[config.mk]
export PLATFORM = sky130hd
export DESIGN_NAME = car_sprite_addr_gen
export DESIGN_NICKNAME = d
export VERILOG_FILES = /design/src/rtl/car_sprite_addr_gen.sv
export SDC_FILE = /design/constraint.sdc
export NUM_CORES = 1
export LEC_CHECK = 0
export CORE_MARGIN = 3
export CORE_UTILIZATION = 38
export DETAILED_ROUTE_END_ITERATION = 10
export GPL_ROUTABILITY_DRIVEN = 0
export PLACE_DENSITY = 0.66
export SYNTH_ARGS = -nofsm -noshare
export SYNTH_HDL_FRONTEND = slang
export SYNTH_SLANG_ARGS = --single-unit
[constraint.sdc]
create_clock -name Clk -period 5.45 [get_ports Clk]
set_clock_uncertainty 0.15 [all_clocks]
set_input_delay 1.09 -clock Clk [delete_from_list [all_inputs] [get_ports Clk]]
set_output_delay 1.09 -clock Clk [all_outputs]
set_load 0.005 [all_outputs]
[src/rtl/car_sprite_addr_gen.sv]
// Two-stage sprite-sheet address generator: capture/range-check, then sheet X/Y and linear ROM address.
// Valid/ready stream; frame counter advances every FRAME_DIV FrameTicks while AnimEn is high.
module car_sprite_addr_gen #(
  parameter int NUM_CARS   = 6,
  parameter int TILE_W     = 48,
  parameter int TILE_H     = 67,
  parameter int COL_PITCH  = 51,
  parameter int NUM_FRAMES = 2,
  parameter int FRAME_DIV  = 4,
  parameter int SHEET_W    = 512,
  parameter int COORD_W    = 9,
  parameter int ADDR_W     = 18
) (
  input  logic               Clk,
  input  logic               Reset_n,
  input  logic               FrameTick,
  input  logic               AnimEn,
  input  logic               InValid,
  output logic               InReady,
  input  logic [2:0]         CarIdx,
  input  logic [5:0]         CarTileX,
  input  logic [6:0]         CarTileY,
  input  logic               Reverse,
  input  logic               MirrorX,
  output logic               OutValid,
  input  logic               OutReady,
  output logic [COORD_W-1:0] CarSpriteX,
  output logic [COORD_W-1:0] CarSpriteY,
  output logic [ADDR_W-1:0]  SpriteAddr,
  output logic               Transparent
);

  localparam int FRM_W = (NUM_FRAMES > 1) ? $clog2(NUM_FRAMES) : 1;
  localparam int DIV_W = (FRAME_DIV > 1) ? $clog2(FRAME_DIV) : 1;
  localparam logic [FRM_W-1:0] FRM_LAST = FRM_W'(NUM_FRAMES - 1);
  localparam logic [DIV_W-1:0] DIV_LAST = DIV_W'(FRAME_DIV - 1);

  typedef struct packed {
    logic [2:0]       car;
    logic [5:0]       tx;
    logic [6:0]       ty;
    logic             rev;
    logic             mir;
    logic [FRM_W-1:0] frm;
    logic             rng;
  } s1_t;

  typedef struct packed {
    logic [COORD_W-1:0] x;
    logic [COORD_W-1:0] y;
    logic [ADDR_W-1:0]  addr;
    logic               transp;
  } s2_t;

  logic [2:1]       vld_q;
  s1_t              s1_q, s1_d;
  s2_t              s2_q, s2_d;
  logic [FRM_W-1:0] frame_q, frame_d;
  logic [DIV_W-1:0] div_q, div_d;
  logic             adv2, ld1;

  // A stage loads when empty or when the stage after it drains.
  assign adv2    = ~vld_q[2] | OutReady;
  assign ld1     = ~vld_q[1] | adv2;
  assign InReady = ld1;

  always_comb begin
    frame_d = frame_q;
    div_d   = div_q;
    if (FrameTick && AnimEn) begin
      if (div_q == DIV_LAST) begin
        div_d   = '0;
        frame_d = (frame_q == FRM_LAST) ? '0 : frame_q + FRM_W'(1);
      end else begin
        div_d = div_q + DIV_W'(1);
      end
    end
  end

  always_comb begin
    s1_d.car = CarIdx;
    s1_d.tx  = CarTileX;
    s1_d.ty  = CarTileY;
    s1_d.rev = Reverse;
    s1_d.mir = MirrorX;
    s1_d.frm = frame_q;
    s1_d.rng = (32'(CarIdx) < 32'(NUM_CARS)) && (32'(CarTileX) < 32'(TILE_W)) &&
               (32'(CarTileY) < 32'(TILE_H));
  end

  logic [31:0] xl, row, sx, sy, sa;
  always_comb begin
    xl   = s1_q.mir ? 32'(TILE_W - 1) - 32'(s1_q.tx) : 32'(s1_q.tx);
    row  = 32'(s1_q.rev) * 32'(NUM_FRAMES) + 32'(s1_q.frm);
    sx   = 32'(s1_q.car) * 32'(COL_PITCH) + xl;
    sy   = row * 32'(TILE_H) + 32'(s1_q.ty);
    sa   = sy * 32'(SHEET_W) + sx;
    s2_d = '0;
    if (s1_q.rng) begin
      s2_d.x    = COORD_W'(sx);
      s2_d.y    = COORD_W'(sy);
      s2_d.addr = ADDR_W'(sa);
    end else begin
      s2_d.transp = 1'b1;
    end
  end

  always_ff @(posedge Clk or negedge Reset_n) begin
    if (!Reset_n) begin
      vld_q   <= '0;
      s1_q    <= '0;
      s2_q    <= '0;
      frame_q <= '0;
      div_q   <= '0;
    end else begin
      frame_q <= frame_d;
      div_q   <= div_d;
      if (ld1) vld_q[1] <= InValid;
      if (ld1 && InValid) s1_q <= s1_d;
      if (adv2) vld_q[2] <= vld_q[1];
      if (adv2 && vld_q[1]) s2_q <= s2_d;
    end
  end

  assign OutValid    = vld_q[2];
  assign CarSpriteX  = s2_q.x;
  assign CarSpriteY  = s2_q.y;
  assign SpriteAddr  = s2_q.addr;
  assign Transparent = s2_q.transp;

endmodule
==> out/qor.yml <==
fillers: 824
postSynthCellCount: 343
dp_hpwl_um: 5800
r2r-start: "s1_q[18]"
cp_cell_sequence: "inv_1 > ha_1 > inv_1 > fa_1 > fa_1 > a21o_1 > a21o_1 > a21oi_1 > o21bai_1 > a31oi_1 > ha_1 > inv_1 > ha_1 > inv_1 > fa_1 > nor2b_1 > o21bai_1 > a21o_1 > and3_1 > o31ai_2"
rsz0062_at_grt: "false"
fp.dieW_um: 102
yosys-top-cells-area: "dfrtp_1 (38%), ha_1 (14%), mux2_2 (6.8%)"
drc_errors: 0
syn_nets: 411
io_buffers: 62
syn_area_mm2: 0.00348
place_ws_ns: 0.656
leakage_uw: 0.00200
cts.sinks: 53
min_from: "CarSpriteY[1]"
irDropWorstVdd_mv: 0.193
synth-edff-count: 0
rows: 34
period_needed_ns: 4.81
setup_viol: 0
cts.repair.resized: 0
ys_seq_area_share_pct: 38.1
clk_pin_slew_ns: 0.09
n_antenna_cell: 0
hold_viol_final: 0
setup_ws_ns: 0.637
dr.pass1.iters: 4
die_area_mm2: 0.0103
areaGrowthSynthToFinish_pct: 21.4
cts_setup_buffers: 0
critPathCaptureType: "register"
cts_root_buf: "clkbuf_8"
wl_per_cell_um: 15.0
path_class: "reg -> reg"
outcome: "finished, final reports clean"
cts_buffer_depth: 2
grt_max_degree: 54
power_frac_clock_pct: 12.8
io_pins: 63
antenna_found_initial: 0
clock_latency_ns: 0.31
ys_types: 49
synth_top_cell_by_area: "dfrtp_1"
yosys.area.top_type_share_pct: 38.1
most-common-layout-cells: "clkdlybuf4s50_1 (61), dfrtp_1 (53), nand2_1 (47), ha_1 (39), mux2_2 (21)"
first_global_vias: 2582
worstSetupStartpoint: "s1_q[18]"
path_common_cell: "inv_1"
crit_slowest_cell: "fa_1"
grt_pass1_wl_um: 12600
ant_nets: 0
layout_commonest_cell: "clkdlybuf4s50_1"
p_switching_uw: 754
power_switching_share_pct: 39.4
grt_usage_pct: 15.3
worstPathMaxFanout: 4
fin_crit_sh_pct: 88.3
slew_viol_final: 0
worst_ep_required_time_ns: 5.52
clock.fmax_ghz: 0.208
p_seq_share_pct: 30.8
vias_per_cell: 5.28
hold_path_class: "reg -> reg"
num_vias: 2647
regArea_mm2: 0.00133
ys_seq_elements: 53
synth_warnings: 0
power.density_mw_per_mm2: 453
cts_buffers: 5
critPathTopFamily: "adder cells"
drive_above_1_share_pct: 9.92
synthArstFlopShare_pct: 100
multi_input_area_mm2: 0.00197
htreeDepth: 2
cp.arrival_ns: 4.89
syn_avg_cell_area_um2: 10.1
ctsHoldBuffers: 0
nets: 460
intPower_uw: 1160
initial_core_util_pct: 39.5
synth_ff_type: "dfrtp_1"
start_kind: "register"
worstMarginPinSlew_ns: 1.13
overflow: 0
die_h_um: 102
core_mm2: 0.00881
path_buf_inv: 4
cts_tree: "done"
fin_setup_tns_ns: 0
wl_um: 7540
p_comb_share_pct: 56.4
slowest_delay_ns: 0.54
maxCapViolCount: 0
slew_headroom_pct: 24.5
drtIter0Drc: 94
## synth_stat cells (7+ instances only)
cell type and count:
dfrtp_1 53, nand2_1 47, ha_1 39, mux2_2 21, inv_1 19, nand3_1 17
xnor2_1 14, o21ai_0 13, a21o_1 12, a21oi_1 12, buf_4 9, clkbuf_1 8
nand2b_1 7, xor2_1 7
## sequential cells by signal (all words and copies together), names as in the netlist
name and cells:
CarSpriteX 8, CarSpriteY 9, SpriteAddr 10, Transparent 1, div_q 2, frame_q 1
s1_q 20, vld_q 2
## power groups by stage
stage,Clock [uW],Combinational [uW],Sequential (uW)
2_1_floorplan,0,700,579
3_3_place_gp,0,1040,594
3_5_place_dp,0,1070,600
4_1_cts,254,1080,592
5_1_grt,273,1200,608
6_report,244,1080,589
## layout make-up
cell class                 instances  area share [%]
clock buffer                       7            2.28
clock inverter                     1           0.119
inverter                          19            1.69
multi-input combinational        250            46.5
sequential                        53            31.4
tap                              108            3.20
timing repair buffer              63            14.8
## metal layers
metal	share of wire, %	wire length [um]	track usage (%)	vias up
met5	0	0	0	-
met4	0.78	59	3.89	0
met3	5.8	440	3.17	7
met2	46	3490	24.2	75
met1	47	3550	21.4	1266
li1	-	-	-	1299
## stage by stage
step | cell area [um^2] | hold WS, ns | utilization (%) | power (uW) | cells
4_1_cts | 4220 | 0.328 | 48.0 | 1930 | 501
3_5_place_dp | 4120 | 0.308 | 46.8 | 1670 | 493
6_report | 4220 | 0.319 | 48.0 | 1910 | 501
5_1_grt | 4220 | 0.351 | 48.0 | 2080 | 501
2_1_floorplan | 3480 | 0.292 | - | 1280 | 343
3_3_place_gp | 4120 | 0.304 | 46.8 | 1640 | 493
## path summary, 6_finish.rpt
kind                       slack [ns]        endpoint  cells after the start
setup reg to reg                 0.64  SpriteAddr[17]                     20
hold / removal                   0.32   CarSpriteY[1]                      2
min in group asynchronous        0.73         frame_q                      2
hold reg to reg                  0.32   CarSpriteY[1]                      2
max in group asynchronous        3.93   SpriteAddr[9]                      2
setup / recovery                 0.64  SpriteAddr[17]                     20
## worst reg2reg max path: cells and delay by family, from the launching register on
kind	cells	cell delay, ns
fa+ha+maj	6	2.18
simple gates	2	0.33
compound gates	8	1.40
buf+inv	4	0.27
flops	1	0.41
## kinds of logic after synthesis
group / share of synthesized area (%)
AND/OR/NAND/NOR: 14.0
AO/OA/AOI/OAI: 13.6
flip-flops: 38.1
adder cells (fa/ha/maj): 16.9
buffers and inverters: 5.36
XOR/XNOR: 5.29
multiplexers: 6.80
Note: power is estimated with default switching activity, not from simulation.
